===== src/rtl/pocket_scheduler_pkg.sv =====
// rtl/pocket_scheduler_pkg.sv - shared geometry constants, hole table and FSM states
package pocket_scheduler_pkg;

    localparam int NUM_HOLES = 6;
    localparam int HOLE_SIZE = 32;
    localparam int BALL_SIZE = 16;

    typedef enum logic [1:0] {
        ST_IDLE   = 2'd0,
        ST_SCAN   = 2'd1,
        ST_REPORT = 2'd2,
        ST_DONE   = 2'd3
    } state_e;

    // Hole top-left table: columns at x = 0/304/608, rows at y = 0/448.
    function automatic logic [11:0] hole_cx(input logic [2:0] h);
        logic [10:0] tl;
        case (h)
            3'd1, 3'd4: tl = 11'd304;
            3'd2, 3'd5: tl = 11'd608;
            default:    tl = 11'd0;
        endcase
        return {1'b0, tl} + 12'(HOLE_SIZE / 2);
    endfunction

    function automatic logic [11:0] hole_cy(input logic [2:0] h);
        logic [10:0] tl;
        case (h)
            3'd3, 3'd4, 3'd5: tl = 11'd448;
            default:          tl = 11'd0;
        endcase
        return {1'b0, tl} + 12'(HOLE_SIZE / 2);
    endfunction

endpackage


===== src/rtl/pocket_scheduler_dist.sv =====
// rtl/pocket_scheduler_dist.sv - combinational squared-distance pocket test
module pocket_dist_check #(
    parameter int RADIUS_SQ = 144
) (
    input  logic signed [11:0] ball_cx,
    input  logic signed [11:0] ball_cy,
    input  logic signed [11:0] hole_cx,
    input  logic signed [11:0] hole_cy,
    output logic               hit
);

    logic signed [11:0] dx;
    logic signed [11:0] dy;
    logic signed [23:0] dx_w;
    logic signed [23:0] dy_w;
    logic signed [23:0] prod_x;
    logic signed [23:0] prod_y;
    logic        [21:0] sq_x;
    logic        [21:0] sq_y;
    logic        [22:0] sum;

    always_comb begin
        dx     = ball_cx - hole_cx;
        dy     = ball_cy - hole_cy;
        dx_w   = {{12{dx[11]}}, dx};
        dy_w   = {{12{dy[11]}}, dy};
        prod_x = dx_w * dx_w;
        prod_y = dy_w * dy_w;
        sq_x   = prod_x[21:0];
        sq_y   = prod_y[21:0];
        sum    = {1'b0, sq_x} + {1'b0, sq_y};
        hit    = (sum < 23'(RADIUS_SQ));
    end

endmodule


===== src/rtl/pocket_scheduler.sv =====
// rtl/pocket_scheduler.sv - per-frame ball/hole scan reporting pocketed balls one at a time
module pocket_scheduler
    import pocket_scheduler_pkg::*;
#(
    parameter int NUM_BALLS        = 16,
    parameter int POCKET_RADIUS_SQ = 144
) (
    input  logic                         clk,
    input  logic                         reset,
    input  logic                         startOfFrame,
    input  logic [NUM_BALLS-1:0][10:0]   ballX,
    input  logic [NUM_BALLS-1:0][10:0]   ballY,
    input  logic [NUM_BALLS-1:0]         ballActive,
    input  logic                         pocketReady,
    output logic                         pocketValid,
    output logic [$clog2(NUM_BALLS)-1:0] pocketBall,
    output logic [2:0]                   pocketHole,
    output logic                         busy,
    output logic                         scanDone,
    output logic                         frameOverrun
);

    localparam int BW = $clog2(NUM_BALLS);

    state_e                       state_q, state_d;
    logic [BW-1:0]                ball_q, ball_d;
    logic [2:0]                   hole_q, hole_d;
    logic [NUM_BALLS-1:0][10:0]   snap_x_q, snap_x_d;
    logic [NUM_BALLS-1:0][10:0]   snap_y_q, snap_y_d;
    logic [NUM_BALLS-1:0]         snap_act_q, snap_act_d;
    logic                         overrun_q, overrun_d;

    logic signed [11:0] ball_cx;
    logic signed [11:0] ball_cy;
    logic               dist_hit;
    logic               hit;
    logic               last_ball;

    assign ball_cx   = {snap_x_q[ball_q][10], snap_x_q[ball_q]} + 12'(BALL_SIZE / 2);
    assign ball_cy   = {snap_y_q[ball_q][10], snap_y_q[ball_q]} + 12'(BALL_SIZE / 2);
    assign hit       = dist_hit && snap_act_q[ball_q];
    assign last_ball = (ball_q == BW'(NUM_BALLS - 1));

    pocket_dist_check #(
        .RADIUS_SQ (POCKET_RADIUS_SQ)
    ) u_dist (
        .ball_cx (ball_cx),
        .ball_cy (ball_cy),
        .hole_cx (hole_cx(hole_q)),
        .hole_cy (hole_cy(hole_q)),
        .hit     (dist_hit)
    );

    always_comb begin
        state_d    = state_q;
        ball_d     = ball_q;
        hole_d     = hole_q;
        snap_x_d   = snap_x_q;
        snap_y_d   = snap_y_q;
        snap_act_d = snap_act_q;
        overrun_d  = startOfFrame && (state_q != ST_IDLE);

        case (state_q)
            ST_IDLE: begin
                if (startOfFrame) begin
                    snap_x_d   = ballX;
                    snap_y_d   = ballY;
                    snap_act_d = ballActive;
                    ball_d     = '0;
                    hole_d     = '0;
                    state_d    = ST_SCAN;
                end
            end
            ST_SCAN: begin
                // A hit freezes ball/hole so REPORT can present them directly.
                if (hit) begin
                    state_d = ST_REPORT;
                end else if (hole_q == 3'(NUM_HOLES - 1)) begin
                    if (last_ball) begin
                        state_d = ST_DONE;
                    end else begin
                        ball_d = ball_q + 1'b1;
                        hole_d = '0;
                    end
                end else begin
                    hole_d = hole_q + 3'd1;
                end
            end
            ST_REPORT: begin
                if (pocketReady) begin
                    if (last_ball) begin
                        state_d = ST_DONE;
                    end else begin
                        ball_d  = ball_q + 1'b1;
                        hole_d  = '0;
                        state_d = ST_SCAN;
                    end
                end
            end
            default: begin
                state_d = ST_IDLE;
            end
        endcase
    end

    always_ff @(posedge clk or posedge reset) begin
        if (reset) begin
            state_q    <= ST_IDLE;
            ball_q     <= '0;
            hole_q     <= '0;
            snap_x_q   <= '0;
            snap_y_q   <= '0;
            snap_act_q <= '0;
            overrun_q  <= 1'b0;
        end else begin
            state_q    <= state_d;
            ball_q     <= ball_d;
            hole_q     <= hole_d;
            snap_x_q   <= snap_x_d;
            snap_y_q   <= snap_y_d;
            snap_act_q <= snap_act_d;
            overrun_q  <= overrun_d;
        end
    end

    assign pocketValid  = (state_q == ST_REPORT);
    assign pocketBall   = pocketValid ? ball_q : '0;
    assign pocketHole   = pocketValid ? hole_q : '0;
    assign busy         = (state_q != ST_IDLE);
    assign scanDone     = (state_q == ST_DONE);
    assign frameOverrun = overrun_q;

endmodule


===== config.mk =====
export PLATFORM = sky130hd
export DESIGN_NAME = pocket_scheduler
export DESIGN_NICKNAME = d
export VERILOG_FILES = /design/src/rtl/pocket_scheduler_pkg.sv /design/src/rtl/pocket_scheduler_dist.sv /design/src/rtl/pocket_scheduler.sv
export SDC_FILE = /design/constraint.sdc
export NUM_CORES = 1
export LEC_CHECK = 0
export ABC_CLOCK_PERIOD_IN_PS = 14900
export CELL_PAD_IN_SITES_DETAIL_PLACEMENT = 2
export CELL_PAD_IN_SITES_GLOBAL_PLACEMENT = 2
export CORE_MARGIN = 2
export CORE_UTILIZATION = 44
export CTS_CLUSTER_DIAMETER = 150
export DETAILED_ROUTE_END_ITERATION = 16
export DONT_BUFFER_PORTS = 1
export GPL_ROUTABILITY_DRIVEN = 0
export MAX_ROUTING_LAYER = met4
export PLACE_DENSITY_LB_ADDON = 0.1
export SLEW_MARGIN = 20
export SYNTH_ARGS = -nofsm -noshare
export SYNTH_HDL_FRONTEND = slang
export SYNTH_SLANG_ARGS = --single-unit

===== constraint.sdc =====
create_clock -name clk -period 14.9 [get_ports clk]
set_clock_uncertainty 0.05 [all_clocks]
set_input_delay 1.49 -clock clk [delete_from_list [all_inputs] [get_ports clk]]
set_output_delay 1.49 -clock clk [all_outputs]
set_load 0.02 [all_outputs]

==> flow_summary_export.csv <==
group,metric,value,unit
status,run_status,"finished clean",
sta,finalHoldViolCount,0,
clocking,cts_tree,"yes",
die,initial_core_util,44.2,%
grt,grt_pass1_vias,22000,
synth,netlist_area,28300,um2
finish,final_nets,3181,
synth,ys_warn_count,0,
synth,ys_types,85,
finish,layout_commonest_cell,"dfrtp_1",
placed_design,dp_slack,1.89,ns
worst_setup_path,worst_path_most_repeated_cell,"inv_1",
synth,ys_ff_latch,378,
clocking,h-tree-depth,2,
clocking,cts_sinks,378,
grt,grt_first_pass_wirelength,135000,um
sta,period_needed,12.98,ns
die,io_pins,383,
worst_setup_path,crit_fanout,69,
routing,wl,90300,um
clocking,clkLatencyLatePin,0.55,ns
placed_design,portBuffers,0,
finish,drive_gt1_share,22.7,%
grt,grt_use_total,27.9,%
worst_setup_path,arrival,13.36,ns
synth,synth_top_area_share,33.4,%
synth,synthTopCellsByArea,"dfrtp_1, fa_1, mux2_2",
die,core-area,64100,um2
routing,met3_length,5140,um
placed_design,hpwl,70200,um
grt,grt_overflow,0,
sta,slew_violations,0,
synth,async_reset_ff_share,100,%
clocking,cts_max_path_buffers,3,
sta,setup_slack,1.92,ns
sta,fin_tns_setup,0,ns
synth,synth_nets,3214,
worst_setup_path,worst_path_max_delay_cell,"dfrtp_4",
sta,rsz0062_at_grt,"no",
routing,dr.pass1.iters,5,
synth,synthFlopType,"dfrtp_1",
routing,topRoutingLayerUsed,"met4",
routing,num_vias,18900,
die,rows,93,
synth,yosysTopAreaCell,"dfrtp_1",
routing,drc,0,
hold_path,min_path_type,"reg -> reg",
worst_setup_path,required,15.28,ns
worst_setup_path,path_class,"reg -> reg",
flow_run,drv_cap,0,
synth,synth_seq_area_share,33.4,%
sta,slew_headroom,27.8,%
grt,grt_start_max_net_pins,170,
sta,finalCritPeriodShare,87.1,%
clocking,cts_buffers,38,
clocking,postCtsHoldBufs,0,
clocking,post_cts_buffers,0,
synth,syn_avg_cell_area,11.5,um2
routing,post_drt_wl_per_cell,26.7,um
sta,fmax,0.0770,GHz
routing,wl_met1,36100,um
sta,tightest_slew,1.08,ns
sta,setup_viol,0,
clocking,cts_root_buf,"clkbuf_16",
synth,synth_edf_count,0,
routing,drt_iter0_markers,806,
synth,syn_inst,2462,
die,die_w,258,um
finish,final_cell_mix,"dfrtp_1, mux2_2, inv_1, fa_1, ha_1",
worst_setup_path,critPathCaptureType,"flop",
die,die-area,66500,um2
worst_setup_path,cp-start-kind,"flop",
die,fp.dieH,258,um
routing,viasPerCell,5.58,
worst_setup_path,critPathMaxStageDelay,0.87,ns
routing,ant_nets,0,
finish,area_growth,8.69,%
routing,wl_met2,47000,um
clocking,clkTransAtPathRegs,0.06,ns
finish,fin_util,48.0,%
clocking,cts_resized,0,
grt,antenna_found_initial,61,
[flip-flops by register name, indices dropped and copies added (netlist names)]
register / flops
snap_act_q: 16
snap_y_q: 176
state_q: 2
frameOverrun: 1
hole_q: 3
ball_q: 4
snap_x_q: 176
[critical path, delay by kind of cell (launching register included)]
kind	cells	cell delay, ns
AO/OA/AOI/OAI	12	4.24
AND/OR/NAND/NOR	10	2.29
buffers and inverters	7	1.26
multiplexers	2	0.49
adder cells (fa/ha/maj)	8	3.57
flip-flops	1	0.87
[final timing paths]
check	from	endpoint	slack, ns	depth (start not counted)
setup / recovery	ball_q[0]$_DFFE_PP0P_	ball_q[0]$_DFFE_PP0P_	1.92	39
hold / removal	snap_x_q[13]$_DFFE_PP0P_	snap_x_q[13]$_DFFE_PP0P_	0.45	1
setup reg to reg	ball_q[0]$_DFFE_PP0P_	ball_q[0]$_DFFE_PP0P_	1.92	39
hold reg to reg	snap_x_q[13]$_DFFE_PP0P_	snap_x_q[13]$_DFFE_PP0P_	0.45	1
max in group asynchronous	reset	snap_y_q[124]$_DFFE_PP0P_	11.60	3
min in group asynchronous	reset	snap_x_q[39]$_DFFE_PP0P_	0.94	1
[synth_stat cells, types with 14 or more instances]
cell type,number
a21oi_1,53
nand2b_1,18
xor2_1,16
dfrtp_1,378
mux2_2,372
nand3_1,18
fa_1,224
clkbuf_1,63
nand2_1,122
mux2i_1,80
or2_2,14
o21ai_0,46
nor2_1,126
a21o_1,16
nor3_1,15
a221oi_1,40
inv_1,361
ha_1,156
and2_1,18
xnor2_1,59
nor2b_1,16
mux4_2,51
[final cells by class]
cell class              count  area (um2)
diodes                     67         168
clock buffers              47        1060
clock inverters            23         367
fillers                  6438       33300
inverters                 370        1400
multi-input cells        1615       17000
flip-flops and latches    378        9470
well taps                 855        1070
repair buffers             26         224
[layer usage]
metal	up-vias	global-route usage [%]
li1	8350	-
met1	10100	32.3
met2	359	47.8
met3	96	7.25
met4	0	7.77
met5	-	-
[stage by stage]
step / hold slack (ns) / cell area (um2) / std cells
2_1_floorplan: 0.420 / 28300 / 2462
3_3_place_gp: 0.432 / 29200 / 3244
3_5_place_dp: 0.439 / 29200 / 3244
4_1_cts: 0.454 / 30600 / 3314
5_1_grt: 0.468 / 30800 / 3378
6_report: 0.453 / 30800 / 3381
[logic make-up after synthesis]
group | count (synthesis) | share of synthesized area, %
AOI/OAI and AO/OA | 264 | 6.57
xor gates and xnor gates | 76 | 2.38
adders and majority gates | 380 | 22.7
buffers and inverters | 469 | 6.54
DFF | 378 | 33.4
muxes | 508 | 22.1
and+or+nand+nor | 387 | 6.34
Power is not shown: default switching activity piles up to over one toggle a cycle in this logic, so the estimate is an artifact.
